File: src/rtl/vga_bin2bcd.sv
// Sequential 14-bit binary to 4-digit BCD converter (double dabble, one bit per cycle)
// with leading-zero blanking and an overflow dash code for the downstream digit renderer.
module vga_bin2bcd #(
  parameter logic [3:0] BLANK_CODE = 4'd15,
  parameter logic [3:0] OVF_CODE   = 4'd10
) (
  input  logic        clk,
  input  logic        rst,
  input  logic        start,
  input  logic [13:0] bin,
  input  logic        blank_lz,
  output logic        busy,
  output logic        done,
  output logic [3:0]  digit0,
  output logic [3:0]  digit1,
  output logic [3:0]  digit2,
  output logic [3:0]  digit3
);

  typedef enum logic [1:0] {IDLE, CONV, DONE} state_t;

  state_t          state;
  logic [13:0]     shreg;
  logic [15:0]     bcd;
  logic [3:0]      iter;
  logic            blank_q;
  logic            ovf_q;
  logic [3:0][3:0] dig_next;

  // One double-dabble iteration: +3 on every nibble >= 5, then shift in the next bin bit.
  function automatic logic [15:0] dabble_step(input logic [15:0] v, input logic lsb);
    logic [15:0] a;
    a = v;
    for (int i = 0; i < 4; i++) begin
      if (a[4*i +: 4] >= 4'd5) a[4*i +: 4] = a[4*i +: 4] + 4'd3;
    end
    return {a[14:0], lsb};
  endfunction

  // NOTE: every always_comb output gets a default first, so no path can infer a latch.
  always_comb begin
    dig_next = bcd;
    if (ovf_q) begin
      dig_next = {4{OVF_CODE}};
    end else if (blank_q) begin
      if (bcd[15:12] == 4'd0) dig_next[3] = BLANK_CODE;
      if (bcd[15:8]  == 8'd0) dig_next[2] = BLANK_CODE;
      if (bcd[15:4]  == 12'd0) dig_next[1] = BLANK_CODE;
    end
  end

  // NOTE: all state is updated with non-blocking assignments so every register
  // samples the pre-edge values regardless of statement order.
  always_ff @(posedge clk) begin
    if (rst) begin
      state   <= IDLE;
      busy    <= 1'b0;
      done    <= 1'b0;
      digit0  <= 4'd0;
      digit1  <= 4'd0;
      digit2  <= 4'd0;
      digit3  <= 4'd0;
      shreg   <= '0;
      bcd     <= '0;
      iter    <= '0;
      blank_q <= 1'b0;
      ovf_q   <= 1'b0;
    end else begin
      done <= 1'b0;
      case (state)
        IDLE: begin
          if (start) begin
            shreg   <= bin;
            blank_q <= blank_lz;
            ovf_q   <= (bin > 14'd9999);
            bcd     <= '0;
            iter    <= '0;
            busy    <= 1'b1;
            state   <= CONV;
          end
        end
        CONV: begin
          bcd   <= dabble_step(bcd, shreg[13]);
          shreg <= {shreg[12:0], 1'b0};
          iter  <= iter + 4'd1;
          if (iter == 4'd13) state <= DONE;
        end
        DONE: begin
          digit0 <= dig_next[0];
          digit1 <= dig_next[1];
          digit2 <= dig_next[2];
          digit3 <= dig_next[3];
          done   <= 1'b1;
          busy   <= 1'b0;
          state  <= IDLE;
        end
        default: state <= IDLE;
      endcase
    end
  end

endmodule

File: config.mk
export PLATFORM = sky130hd
export DESIGN_NAME = vga_bin2bcd
export DESIGN_NICKNAME = d
export VERILOG_FILES = /design/src/rtl/vga_bin2bcd.sv
export SDC_FILE = /design/constraint.sdc
export NUM_CORES = 1
export LEC_CHECK = 0
export CORE_MARGIN = 2
export CORE_UTILIZATION = 57
export CTS_BUF_LIST = sky130_fd_sc_hd__clkbuf_4 sky130_fd_sc_hd__clkbuf_8
export CTS_CLUSTER_SIZE = 24
export DETAILED_ROUTE_END_ITERATION = 16
export GPL_ROUTABILITY_DRIVEN = 0
export PLACE_DENSITY = 0.8
export SETUP_SLACK_MARGIN = 0.5
export SLEW_MARGIN = 30
export SYNTH_ARGS = -nofsm -noshare
export SYNTH_HDL_FRONTEND = slang
export SYNTH_SLANG_ARGS = --single-unit
File: constraint.sdc
create_clock -name clk -period 1.8 [get_ports clk]
set_input_delay 0.36 -clock clk [delete_from_list [all_inputs] [get_ports clk]]
set_output_delay 0.36 -clock clk [all_outputs]
set_load 0.02 [all_outputs]
== Word level (Yosys, flattened, before mapping) ==
Cells that the tools add are included.
Word-level totals
  input port bits: 18
  bits in registers: 56
  output and inout bits: 18
  memory bits (read-only): 0
  memories: 0
  bits in writable memories: 0
  word-level logic and storage cells: 59
  bits in latches: 0
Operators by class
  add/sub/neg operators: 5
  eq/ne operators: 5
  bitwise gates (word level): 0
  $mul: 0
  div/mod/pow operators: 0
  reduce and logical (&&, ||, !) cells: 10
  shift-type cells: 0
  magnitude comparators: 5
  multiplexer cells: 22
Operators with widths (count)
  $mux 4: 8
  $pmux 16 s2: 1
  $pmux 14 s2: 1
  $mux 12: 2
  $ge 4x3->1 const B: 4
  $mux 16: 1
  $gt 14x14->1 const B: 1
  $mux 14: 1
  $add 4x2->4 const B: 3
  $logic_not 12->1: 1
  $logic_not 8->1: 1
  $pmux 4 s2: 1
  $reduce_and 2->1: 4
  $add 4x1->4 const B: 1
  $eq 4x4->1 const B: 1
  $logic_not 4->1: 1
  $mux 2: 2
  $ne 2x2->1 const B: 2
  $pmux 2 s2: 1
  $reduce_bool 2->1: 2
  $add 3x2->3 const B: 1
  $mux 3: 1
  $eq 2x1->1 const B: 1
  $eq 2x2->1 const B: 1
  3 further kinds: 4

== Logic depth before layout (Yosys ltp) ==
Gate-level depths: netlist (run 1).
  depth after elaboration: 4
  mapped depth: 6
  depth with buffers taken out: 5

== Worst setup path before layout (run 1) ==
OpenSTA, ideal clock, no wires.
  kind: input to register
  start: in start
  end: reg ovf_q
  setup time: 116 ps
  data arrival time: 1219 ps
  data required time: 1684 ps
  slack: 465 ps
  cell stages on the path: 4
  path through: buf_4 -> or3b_4 -> and3_1 -> a41o_1
Between the ends
  word-level cells in the longest chain between the ends: 1
RTL lines
  from (decl): RTL line 9  | input logic start,
  $reduce_and 2->1 (no source line)
  to (signal assigned): RTL line 75  | ovf_q <= (bin > 14'd9999);
  to (decl): RTL line 27  | logic ovf_q;
Every way passes these cells.
A chain may end at the register's enable or synchronous reset.

== Final worst setup path (run 1) ==
  start: reg bcd[12]
  end: reg digit1[3]
Between the ends
  word-level cells in the longest chain between the ends: 4
RTL lines
  from (decl): RTL line 24  | logic [15:0] bcd;
  from (signal assigned): RTL line 83  | bcd <= dabble_step(bcd, shreg[13]);
  $logic_not 12->1: RTL line 48  | if (bcd[15:4] == 12'd0) dig_next[1] = BLANK_CODE;
  $mux 4: RTL line 48
  $mux 12: RTL line 45  | end else if (blank_q) begin
  $mux 12: RTL line 43  | if (ovf_q) begin
  to (signal assigned): RTL line 90  | digit1 <= dig_next[1];
  to (decl): RTL line 15  | output logic [3:0] digit1,
Every way passes these cells.

==> flow_metrics.env, run 1 <==
export IMPL_outcome="complete, no violations"
export IMPL_avgSynthCellArea_sq_um=8.80
export IMPL_synth_most_common_cell="dfxtp_1"
export IMPL_wl_per_cell_microns=19.8
export IMPL_hold_viol=0
export IMPL_period_needed_ns=1.43
export IMPL_numCtsBuffers=5
export IMPL_cts_sinks=56
export IMPL_grt_busiest_layer="met2"
export IMPL_syn_area_sq_um=2800
export IMPL_power_density_nw_per_um2=649
export IMPL_post_dp_hpwl_microns=4970
export IMPL_async_reset_ff_share_pct=0
export IMPL_core_region_area_sq_um=4720
export IMPL_grt_antenna_before_repair=0
export IMPL_synthesis_nets=348
export IMPL_syn2layout_area_growth_pct=40.5
export IMPL_vias=2910
export IMPL_tritoncts="built"
export IMPL_ys_flop_type="dfxtp_1"
export IMPL_die_h_microns=74.1
export IMPL_grt_pass1_wl_microns=12700
export IMPL_timing_fmax_ghz=0.701
export IMPL_yosysSeqAreaShare_pct=40.1
export IMPL_rsz0062_at_grt="true"
export IMPL_ctsLongestPathBuffers=2
export IMPL_clk_pin_slew_ns=0.10
export IMPL_first_global_vias=2618
export IMPL_ant_nets=0
export IMPL_cap_violations=0
export IMPL_synth_cell_type_count=54
export IMPL_clkLatencyLatePin_ns=0.32
export IMPL_critical_path_max_stage_delay_ns=0.34
export IMPL_place_inst=416
export IMPL_start_util_pct=59.3
export IMPL_end_kind="flip-flop"
export IMPL_cp_num_buf_inv=1
export IMPL_maxSlewViolCount=0
export IMPL_min_delay_path_class="in2reg"
export IMPL_p_leak_nw=1.46
export IMPL_hold_buffers=0
export IMPL_grt_start_max_net_pins=36
export IMPL_drive_above_1_share_pct=35.7
export IMPL_max_slew_margin_rel_pct=66.2
export IMPL_peakVddDrop_mv=0.460
export IMPL_startpoint_type="flip-flop"
export IMPL_firstDrtPassIters=5
export IMPL_period_share_pct=79.3
export IMPL_path_max_fanout=6
export IMPL_ios=36
export IMPL_yosysTopAreaCell="dfxtp_1"
export IMPL_cts_root_buf="clkbuf_8"
export IMPL_routed_via_density=6.41
export IMPL_synth_seq_cells=56
export IMPL_cpMaxStageDelayCell="dfxtp_2"
export IMPL_grtUsageMet2_pct=50.6
export IMPL_gr_total_overflow=0
export IMPL_wl_microns=8980
export IMPL_tightest_slew_ns=0.500
export IMPL_yosys_warnings=0
export IMPL_layoutNonFillerInstCount=454
export IMPL_setup_viol=0
export IMPL_synth_edf_count=0
export IMPL_synthCells=318
export IMPL_drc=0
export IMPL_grt_usage_pct=30.2
export IMPL_die_w_microns=74.1
export IMPL_crit_chain="inv_2 -> ha_4 -> and4bb_4 -> nand4_1 -> a31oi_1"
export IMPL_drt_iter0_drc=208
export IMPL_critPathArrivalTime_ns=1.67
export IMPL_diodes=0
export IMPL_io_buffers=35
export IMPL_critical_path_top_delay_family="simple AND/OR/NAND/NOR gates"
export IMPL_ys_top_cells_by_count="dfxtp_1 (56), a21oi_1 (26), o21ai_0 (26)"
export IMPL_whs_ns=0.418
export IMPL_synthTopCellsByArea="dfxtp_1 (40%), ha_1 (5.4%), a21oi_1 (4.6%), o21ai_0 (4.6%), o221ai_1 (3.8%)"
export IMPL_htree_num_levels=2
export IMPL_synth_top_area_share_pct=40.1
export IMPL_grt_util_met1_pct=39.0
export IMPL_cp_required_ns=2.04
export IMPL_clock_skew_ns=0.0156
export IMPL_met3_usage_pct=4.88
export IMPL_fin_nets=416
export IMPL_core_rowCount=25
export IMPL_dieArea_sq_um=5490
export IMPL_path_class="reg2reg"
## per-stage QoR
stage	power, mW	util, %	setup TNS (ns)	setup WS [ns]	instance area, sq um
after global routing	2.62	83.2	0	0.279	3930
final	2.55	83.2	0	0.372	3930
after CTS	2.49	77.2	0	0.484	3650
after floorplan	1.49	-	0	0.491	2810
after global placement	1.59	70.0	-0.0597	-0.0270	3310
after detailed placement	1.60	70.0	-0.648	-0.0985	3310
## cells in the final DEF (no fill, tap or decap), types with 4 or more instances in the layout
cell              n
buf_6             8
o21ai_2           5
ha_4              5
nand2_1          13
o21a_1            5
a31oi_1           4
a21oi_1          25
or3b_1            9
dfxtp_4           7
nor3_1            4
ha_1              5
o211ai_1         10
buf_4            35
clkbuf_8          7
nand3_1          15
nand2b_1          4
dfxtp_1          46
nor2_1           16
o221ai_1         10
clkdlybuf4s50_1  15
inv_1            11
o21ai_1           4
nor2b_4           5
o2111ai_1         8
buf_2            14
o21ai_0          18
## where the power goes
part / leakage [nW] / internal [mW] / switching, mW / total, mW
combinational: 0.937 / 0.167 / 0.168 / 0.336
sequential: 0.463 / 1.27 / 0.0408 / 1.31
clock: 0.0645 / 0.492 / 0.418 / 0.909
total: 1.46 / 1.93 / 0.627 / 2.55
## path summary, 6_finish.rpt
check,slack (ns),depth (start not counted),startpoint,to
hold reg to reg,0.47,2,digit0[0],digit0[0]
setup reg to reg,0.37,5,bcd[12],digit1[3]
setup / recovery,0.37,5,bcd[12],digit1[3]
hold / removal,0.42,3,start,shreg[12]
## routing by layer
layer  wire, microns  vias up
met5               0        -
met4             526        0
met3             629       47
met2            4300      155
met1            3530     1395
li1                -     1313
## cell families (layout without fill, tap and decap cells)
| logic type | after synthesis | count (layout) | synth area share, % |
|---|---|---|---|
| muxes | 1 | 1 | 0.358 |
| DFF | 56 | 56 | 40.1 |
| xor gates and xnor gates | 1 | 1 | 0.313 |
| buffers and inverters | 43 | 112 | 6.84 |
| AOI/OAI and AO/OA | 115 | 115 | 27.9 |
| adders and majority gates | 12 | 12 | 5.36 |
| and+or+nand+nor | 90 | 90 | 19.1 |
## sequential cells by signal, indices dropped and copies added, names as in the netlist
signal   cells
bcd         16
blank_q      1
busy         1
digit0       4
digit1       4
digit2       4
digit3       4
done         1
iter         4
ovf_q        1
shreg       14
state        2
## worst min-delay path, delay by kind of cell
kind / cells / cell delay, ns
compound gates: 2 / 0.20
buf+inv: 1 / 0.14
## what timing repair did
item                                    in CTS  in global routing
gates resized for setup                     95                 75
gates cloned                                 0                  2
endpoints found under the setup margin      72                 59
setup buffers                               13                 15
pin swaps                                    7                 27
## layout make-up
| type | count | area (sq um) |
|---|---|---|
| clock buffers | 7 | 96.3 |
| clock inverters | 1 | 30.0 |
| fillers | 252 | 792 |
| inverters | 20 | 90.1 |
| multi-input cells | 219 | 1750 |
| flip-flops and latches | 56 | 1150 |
| well taps | 67 | 83.8 |
| repair buffers | 83 | 726 |
| repair inverters | 1 | 7.51 |
No activity file was read; power rests on OpenSTA's default activity.
==> run 2: changes to the inputs <==
==> constraint.sdc (replaced) <==
create_clock -name clk -period 1.5 [get_ports clk]
set_input_delay 0.3 -clock clk [delete_from_list [all_inputs] [get_ports clk]]
set_output_delay 0.3 -clock clk [all_outputs]
set_load 0.02 [all_outputs]
==> flow_metrics.env, run 2 <==
export IMPL_outcome="did not finish"
export IMPL_lastStage="global routing"
export IMPL_error_message="[ERROR DPL-0033] detailed placement checks failed during check placement."
export IMPL_synth_top_family_by_area="compound AO/OA/AOI/OAI gates"
export IMPL_postPlaceCellArea_sq_um=3470
export IMPL_async_reset_ff_share_pct=0
export IMPL_numCtsBuffers=5
export IMPL_place_inst=424
export IMPL_yosysTopAreaCell="dfxtp_1"
export IMPL_synthesis_nets=348
export IMPL_grt_start_max_net_pins=20
export IMPL_htree_num_levels=2
export IMPL_core_rowCount=25
export IMPL_yosys_warnings=0
export IMPL_synth_compound_area_share_pct=27.9
export IMPL_synth_most_common_cell="dfxtp_1"
export IMPL_die_w_microns=74.1
export IMPL_synthCells=318
export IMPL_grt_antenna_before_repair=0
export IMPL_avgSynthCellArea_sq_um=8.80
export IMPL_die_h_microns=74.1
export IMPL_ys_flop_type="dfxtp_1"
export IMPL_syn_area_sq_um=2800
export IMPL_synth_edf_count=0
export IMPL_start_util_pct=59.3
export IMPL_synth_mux_area_share_pct=0.358
export IMPL_yosysSeqAreaShare_pct=40.1
export IMPL_grt_worst_setup_endpoint="digit1[1]$_SDFFE_PP0P_/D"
export IMPL_io_buffers=35
export IMPL_worst_ep_kind="register data pin"
export IMPL_synth_seq_cells=56
export IMPL_synth_simple_area_share_pct=19.1
export IMPL_post_dp_hpwl_microns=4990
export IMPL_ys_top_cells_by_count="dfxtp_1 (56), a21oi_1 (26), o21ai_0 (26)"
export IMPL_hold_buffers=0
export IMPL_cts_sinks=56
export IMPL_synthTopCellsByArea="dfxtp_1 (40%), ha_1 (5.4%), a21oi_1 (4.6%), o21ai_0 (4.6%), o221ai_1 (3.8%)"
export IMPL_synth_xor_xnor_area_share_pct=0.313
export IMPL_synth_top_area_share_pct=40.1
export IMPL_synth_cell_type_count=54
export IMPL_ios=36
export IMPL_cts_root_buf="clkbuf_8"
export IMPL_synth_fa_ha_area_share_pct=5.36
export IMPL_ctsLongestPathBuffers=2
==> run 2: kinds of logic after synthesis <==
kind of cell / after synthesis
AO/OA/AOI/OAI: 115
XOR/XNOR: 1
adder cells (fa/ha/maj): 12
buffers and inverters: 43
flip-flops: 56
multiplexers: 1
AND/OR/NAND/NOR: 90
==> run 2: through the flow <==
| step | setup slack, ns | hold slack, ns |
|---|---|---|
| 2_1_floorplan | 0.221 | 0.436 |
| 3_3_place_gp | -0.185 | 0.439 |
| 3_5_place_dp | -0.278 | 0.448 |
| 4_1_cts | 0.171 | 0.466 |
==> run 2: what timing repair did <==
| item | 4_1_cts |
|---|---|
| gates resized for setup | 205 |
| setup buffers | 25 |
| endpoints found under the setup margin | 74 |
| pin swaps | 35 |
| gates cloned | 4 |
==> run 3: changes to the inputs <==
==> config.mk (replaced) <==
export PLATFORM = sky130hd
export DESIGN_NAME = vga_bin2bcd
export DESIGN_NICKNAME = d
export VERILOG_FILES = /design/src/rtl/vga_bin2bcd.sv
export SDC_FILE = /design/constraint.sdc
export NUM_CORES = 1
export LEC_CHECK = 0
export CORE_MARGIN = 2
export CORE_UTILIZATION = 40
export DETAILED_ROUTE_END_ITERATION = 16
export GPL_ROUTABILITY_DRIVEN = 0
export PLACE_DENSITY_LB_ADDON = 0.15
export SLEW_MARGIN = 30
export SYNTH_ARGS = -nofsm -noshare
export SYNTH_HDL_FRONTEND = slang
export SYNTH_SLANG_ARGS = --single-unit
==> flow_metrics.env, run 3 (synthesis gave the netlist of run 1 again) <==
export IMPL_outcome="complete, no violations"
export IMPL_fill_cells=669
export IMPL_tritoncts="built"
export IMPL_path_max_fanout=5
export IMPL_clk_pin_slew_ns=0.11
export IMPL_topRoutingLayerUsed="met4"
export IMPL_multi_input_area_sq_um=1510
export IMPL_ios=36
export IMPL_max_slew_margin_rel_pct=68.5
export IMPL_ant_nets=0
export IMPL_min_delay_path_class="reg2reg"
export IMPL_clkLatencyLatePin_ns=0.31
export IMPL_fin_nets=408
export IMPL_cts_root_buf="clkbuf_8"
export IMPL_core_rowCount=30
export IMPL_period_needed_ns=1.40
export IMPL_start_util_pct=41.2
export IMPL_critical_path_max_stage_delay_ns=0.54
export IMPL_timing_fmax_ghz=0.713
export IMPL_drc=0
export IMPL_final_common_cell="dfxtp_1"
export IMPL_cap_violations=0
export IMPL_grt_pass1_wl_microns=12000
export IMPL_critPathArrivalTime_ns=1.59
export IMPL_maxSlewViolCount=0
export IMPL_wirelength_met1_microns=3540
export IMPL_drive_above_1_share_pct=17.2
export IMPL_r2r_slack_ns=0.1
export IMPL_grt_start_max_net_pins=18
export IMPL_end_kind="flip-flop"
export IMPL_post_dp_hpwl_microns=5200
export IMPL_power_density_nw_per_um2=808
export IMPL_wl_microns=7080
export IMPL_post_cts_buffers=0
export IMPL_met3_length_microns=224
export IMPL_hold_buffers=0
export IMPL_cts_sinks=56
export IMPL_drt_iter0_drc=77
export IMPL_vias=2578
export IMPL_hold_viol=0
export IMPL_cpMaxStageDelayCell="clkdlybuf4s50_1"
export IMPL_io_buffers=35
export IMPL_route_met2_wl_microns=3260
export IMPL_design_area_sq_um=3610
export IMPL_cp_required_ns=1.69
export IMPL_top_register="bcd"
export IMPL_setup_viol=0
export IMPL_firstDrtPassIters=4
export IMPL_core_region_area_sq_um=6790
export IMPL_r2r_end="bcd[1]"
export IMPL_numCtsBuffers=5
export IMPL_startpoint_type="input pin"
export IMPL_power_mw=2.92
export IMPL_dieArea_sq_um=7680
export IMPL_reg2reg_depth=6
export IMPL_die_w_microns=87.7
export IMPL_final_cell_mix="dfxtp_1 (53), buf_4 (38), o21ai_0 (26), a21oi_1 (26), inv_1 (19)"
export IMPL_postPlaceCellArea_sq_um=3500
export IMPL_period_share_pct=93.5
export IMPL_fin_util_pct=53.2
export IMPL_r2r_start="bcd[0]"
export IMPL_gr_total_overflow=0
export IMPL_seq_area_sq_um=1120
export IMPL_grt_usage_pct=19.4
export IMPL_htree_num_levels=2
export IMPL_critPathLaunch="start"
export IMPL_die_h_microns=87.7
export IMPL_crit_path_end="shreg[13]"
export IMPL_syn2layout_area_growth_pct=29.1
export IMPL_tightest_slew_ns=0.472
export IMPL_p_leak_nw=1.38
export IMPL_path_class="in2reg"
export IMPL_rsz0062_at_grt="false"
export IMPL_grt_antenna_before_repair=0
export IMPL_largest_register_ffs=16
export IMPL_clock_skew_ns=0.00966
export IMPL_reg_top3="bcd x16, shreg x14"
export IMPL_ctsLongestPathBuffers=2
export IMPL_wl_per_cell_microns=14.9
export IMPL_diodes=0
export IMPL_routed_via_density=5.43
export IMPL_crit_chain="clkdlybuf4s50_1 -> buf_4 -> or3b_2 -> o21ai_0 -> a21oi_1"
export IMPL_first_global_vias=2471
export IMPL_peakVddDrop_mv=0.554
==> run 3: cell type report <==
cell class | count | area share (%)
Multi-Input combinational cell | 219 | 41.7
Sequential cell | 56 | 31.1
Timing Repair Buffer | 76 | 18.7
Tap cell | 96 | 3.32
Inverter | 20 | 2.08
Clock buffer | 5 | 1.90
Clock inverter | 3 | 1.18
==> run 3: how the worst min path moves through the flow <==
stage	start	depth (start not counted)	to	slack [ns]
after floorplan	blank_lz	2	blank_q	0.44
after global placement	digit0[0]	2	digit0[0]	0.44
after detailed placement	digit0[1]	2	digit0[1]	0.45
after CTS	digit0[1]	2	digit0[1]	0.47
after global routing	rst	3	bcd[0]	0.48
final	digit0[1]	2	digit0[1]	0.46
==> run 3: stage by stage <==
stage               instances  hold slack [ns]  setup TNS (ns)  worst slack [ns]
CTS                       475            0.465               0            0.0361
floorplan                 318            0.436               0             0.184
finish                    475            0.457               0            0.0974
global route              475            0.476               0           0.00217
global placement          467            0.441           -6.90            -0.239
detailed placement        467            0.450           -7.11            -0.244
==> run 3: what timing repair did <==
action,CTS,global route
pin swaps,0,0
hold endpoints to repair,0,0
gates resized for setup,20,8
setup endpoints to repair,23,14
==> run 3: report_power, final <==
part | total, mW | switching, mW | internal [mW]
combinational | 0.347 | 0.166 | 0.181
clock | 1.00 | 0.506 | 0.495
sequential | 1.57 | 0.0395 | 1.53
total | 2.92 | 0.711 | 2.21
==> run 3: worst max-delay path: cells and delay by family <==
family | cells | cell delay (ns)
simple gates | 1 | 0.43
buf+inv | 2 | 0.70
compound gates | 2 | 0.16
==> run 3: metal layers <==
layer  global-route usage (%)  vias up
met2                     32.4       42
met4                     4.48        0
met5                        0        -
met1                     26.5     1224
met3                     3.02        6
li1                         -     1306
==> run 4: changes to the inputs <==
--- a/config.mk
+++ b/config.mk
@@ -5,6 +5,8 @@
 export SDC_FILE = /design/constraint.sdc
 export NUM_CORES = 1
 export LEC_CHECK = 0
+export ABC_AREA = 1
+export CAP_MARGIN = 25
 export CORE_MARGIN = 2
 export CORE_UTILIZATION = 40
 export DETAILED_ROUTE_END_ITERATION = 16
==> constraint.sdc (replaced) <==
create_clock -name clk -period 1.7 [get_ports clk]
set_input_delay 0.34 -clock clk [delete_from_list [all_inputs] [get_ports clk]]
set_output_delay 0.34 -clock clk [all_outputs]
set_load 0.02 [all_outputs]
==> flow_metrics.env, run 4 <==
export IMPL_outcome="complete, no violations"
export IMPL_drt_iter0_drc=91
export IMPL_top_register="bcd"
export IMPL_grt_busiest_layer="met2"
export IMPL_diodes=0
export IMPL_period_share_pct=94.9
export IMPL_clk_pin_slew_ns=0.11
export IMPL_critPathLaunch="digit2[0]"
export IMPL_drive_above_1_share_pct=10.4
export IMPL_worstHoldStart="bcd[15]"
export IMPL_ys_flop_type="dfxtp_1"
export IMPL_core_region_area_sq_um=6280
export IMPL_rsz0062_at_grt="false"
export IMPL_period_needed_ns=1.61
export IMPL_synth_seq_cells=56
export IMPL_critical_path_max_stage_delay_ns=0.61
export IMPL_grt_util_met1_pct=21.8
export IMPL_wl_microns=5690
export IMPL_r2r_start="bcd[8]"
export IMPL_ant_nets=0
export IMPL_power_frac_comb_pct=10.9
export IMPL_dieArea_sq_um=7100
export IMPL_fill_cells=629
export IMPL_routed_via_density=4.91
export IMPL_timing_fmax_ghz=0.620
export IMPL_cts_root_buf="clkbuf_8"
export IMPL_wl_per_cell_microns=12.6
export IMPL_multi_input_area_sq_um=1240
export IMPL_avgSynthCellArea_sq_um=7.77
export IMPL_reg_top3="bcd x16, shreg x14"
export IMPL_firstDrtPassIters=4
export IMPL_yosysTopAreaCell="dfxtp_1"
export IMPL_p_sw_share_pct=26.6
export IMPL_p_sw_uw=638
export IMPL_synth_most_common_cell="nand2_1"
export IMPL_core_rowCount=29
export IMPL_post_dp_hpwl_microns=4220
export IMPL_path_class="reg2out"
export IMPL_peakVddDrop_mv=0.504
export IMPL_cap_violations=0
export IMPL_cp_required_ns=1.36
export IMPL_drc=0
export IMPL_grtUsageMet2_pct=26.5
export IMPL_seq_area_sq_um=1120
export IMPL_cpMaxStageDelayCell="clkdlybuf4s50_1"
export IMPL_ctsLongestPathBuffers=2
export IMPL_syn2layout_area_growth_pct=20.8
export IMPL_cp_num_buf_inv=1
export IMPL_end_kind="output pin"
export IMPL_clock_skew_ns=0.00941
export IMPL_synth_edf_count=0
export IMPL_cts_sinks=56
export IMPL_fin_tns_setup_ns=0
export IMPL_critical_path_top_delay_family="buffers and inverters"
export IMPL_tightest_slew_ns=0.295
export IMPL_grt_usage_pct=16.3
export IMPL_synthesis_nets=362
export IMPL_tritoncts="built"
export IMPL_final_cell_mix="nand2_1 (90), dfxtp_1 (56), clkdlybuf4s50_1 (35)"
export IMPL_grt_pass1_wl_microns=9310
export IMPL_numCtsBuffers=5
export IMPL_hold_buffers=0
export IMPL_vias=2216
export IMPL_critPathArrivalTime_ns=1.27
export IMPL_post_cts_buffers=0
export IMPL_min_delay_path_class="reg2reg"
export IMPL_die_w_microns=84.3
export IMPL_htree_num_levels=2
export IMPL_whs_ns=0.472
export IMPL_ys_top_cells_by_count="nand2_1 (90), dfxtp_1 (56), inv_1 (27)"
export IMPL_hold_viol=0
export IMPL_yosys_warnings=0
export IMPL_io_buffers=35
export IMPL_p_clk_share_pct=31.4
export IMPL_power_density_nw_per_um2=769
export IMPL_clkLatencyLatePin_ns=0.31
export IMPL_met3_usage_pct=3.05
export IMPL_p_int_mw=1.76
export IMPL_first_global_vias=2045
export IMPL_p_seq_share_pct=57.7
export IMPL_final_common_cell="nand2_1"
export IMPL_p_leak_nw=1.23
export IMPL_gr_total_overflow=0
export IMPL_path_max_fanout=2
export IMPL_crit_chain="clkdlybuf4s50_1"
export IMPL_start_util_pct=41.1
export IMPL_yosysSeqAreaShare_pct=43.5
export IMPL_async_reset_ff_share_pct=0
export IMPL_cts_repair_resized=0
export IMPL_grt_antenna_before_repair=0
export IMPL_ios=36
export IMPL_startpoint_type="flip-flop"
export IMPL_setup_viol=0
export IMPL_synth_top_area_share_pct=43.5
export IMPL_largest_register_ffs=16
export IMPL_max_slew_margin_rel_pct=80.3
export IMPL_fin_nets=403
export IMPL_syn_area_sq_um=2580
export IMPL_die_h_microns=84.3
export IMPL_synthTopCellsByArea="dfxtp_1 (43%), nand2_1 (13%), ha_1 (5.8%), inv_1 (3.9%), o21ai_0 (3.9%)"
export IMPL_synth_cell_type_count=34
export IMPL_r2r_slack_ns=0.25
export IMPL_maxSlewViolCount=0
export IMPL_synthCells=332
export IMPL_grt_start_max_net_pins=22
==> run 4: cell types whose count changed after synthesis, moves of 8 or more <==
cell      previous run  this run
o221ai_1            12         2
or3b_1               9         0
a31oi_1              4        15
o21ai_1              1        10
inv_1               19        27
nand2_1             14        90
==> run 4: worst register-to-register path: cells and delay by family, from the launching register on <==
| family | cells | cell delay, ns |
|---|---|---|
| adders and majority gates | 1 | 0.17 |
| AOI/OAI and AO/OA | 1 | 0.12 |
| buffers and inverters | 1 | 0.14 |
| and+or+nand+nor | 5 | 0.61 |
| DFF | 1 | 0.36 |
==> run 4: final timing paths <==
check	to	depth (start not counted)
hold / removal	bcd[15]	2
setup / recovery	digit2[0]	1
hold reg to reg	bcd[15]	2
setup reg to reg	digit2[0]	8
==> run 4: cell type report <==
type,instances,area share [%]
Timing Repair Buffer,45,14.1
Inverter,33,4.10
Tap cell,77,3.09
Multi-Input combinational cell,232,39.8
Clock buffer,5,2.21
Clock inverter,3,0.723
Sequential cell,56,36.0
==> run 4: cell families after synthesis <==
kind of cell	after synthesis	synth area share [%]
simple gates	139	23.6
compound gates	79	17.9
flops	56	43.5
buf+inv	44	8.49
fa+ha+maj	12	5.82
xor+xnor	2	0.679
==> run 4: power groups by stage <==
stage | sequential, mW | clock, mW | combinational [mW]
after floorplan | 1.41 | 0 | 0.162
after global placement | 1.41 | 0 | 0.263
after detailed placement | 1.41 | 0 | 0.265
after CTS | 1.38 | 0.781 | 0.266
after global routing | 1.39 | 0.828 | 0.288
final | 1.38 | 0.752 | 0.262
==> run 4: through the flow <==
stage	instance area (sq um)	std cells	power [mW]	worst slack (ns)	util (%)
6_report	3120	451	2.40	0.0869	49.6
3_3_place_gp	3020	443	1.68	0.117	48.1
5_1_grt	3120	451	2.50	0.0214	49.6
3_5_place_dp	3020	443	1.68	0.0982	48.1
4_1_cts	3110	451	2.43	0.0676	49.6
2_1_floorplan	2580	332	1.57	0.420	-
==> run 4: metal layers <==
metal / share of wire, % / up-vias
li1: - / 1179
met3: 4.0 / 9
met4: 1.8 / 0
met2: 46 / 39
met1: 48 / 989
met5: 0 / -
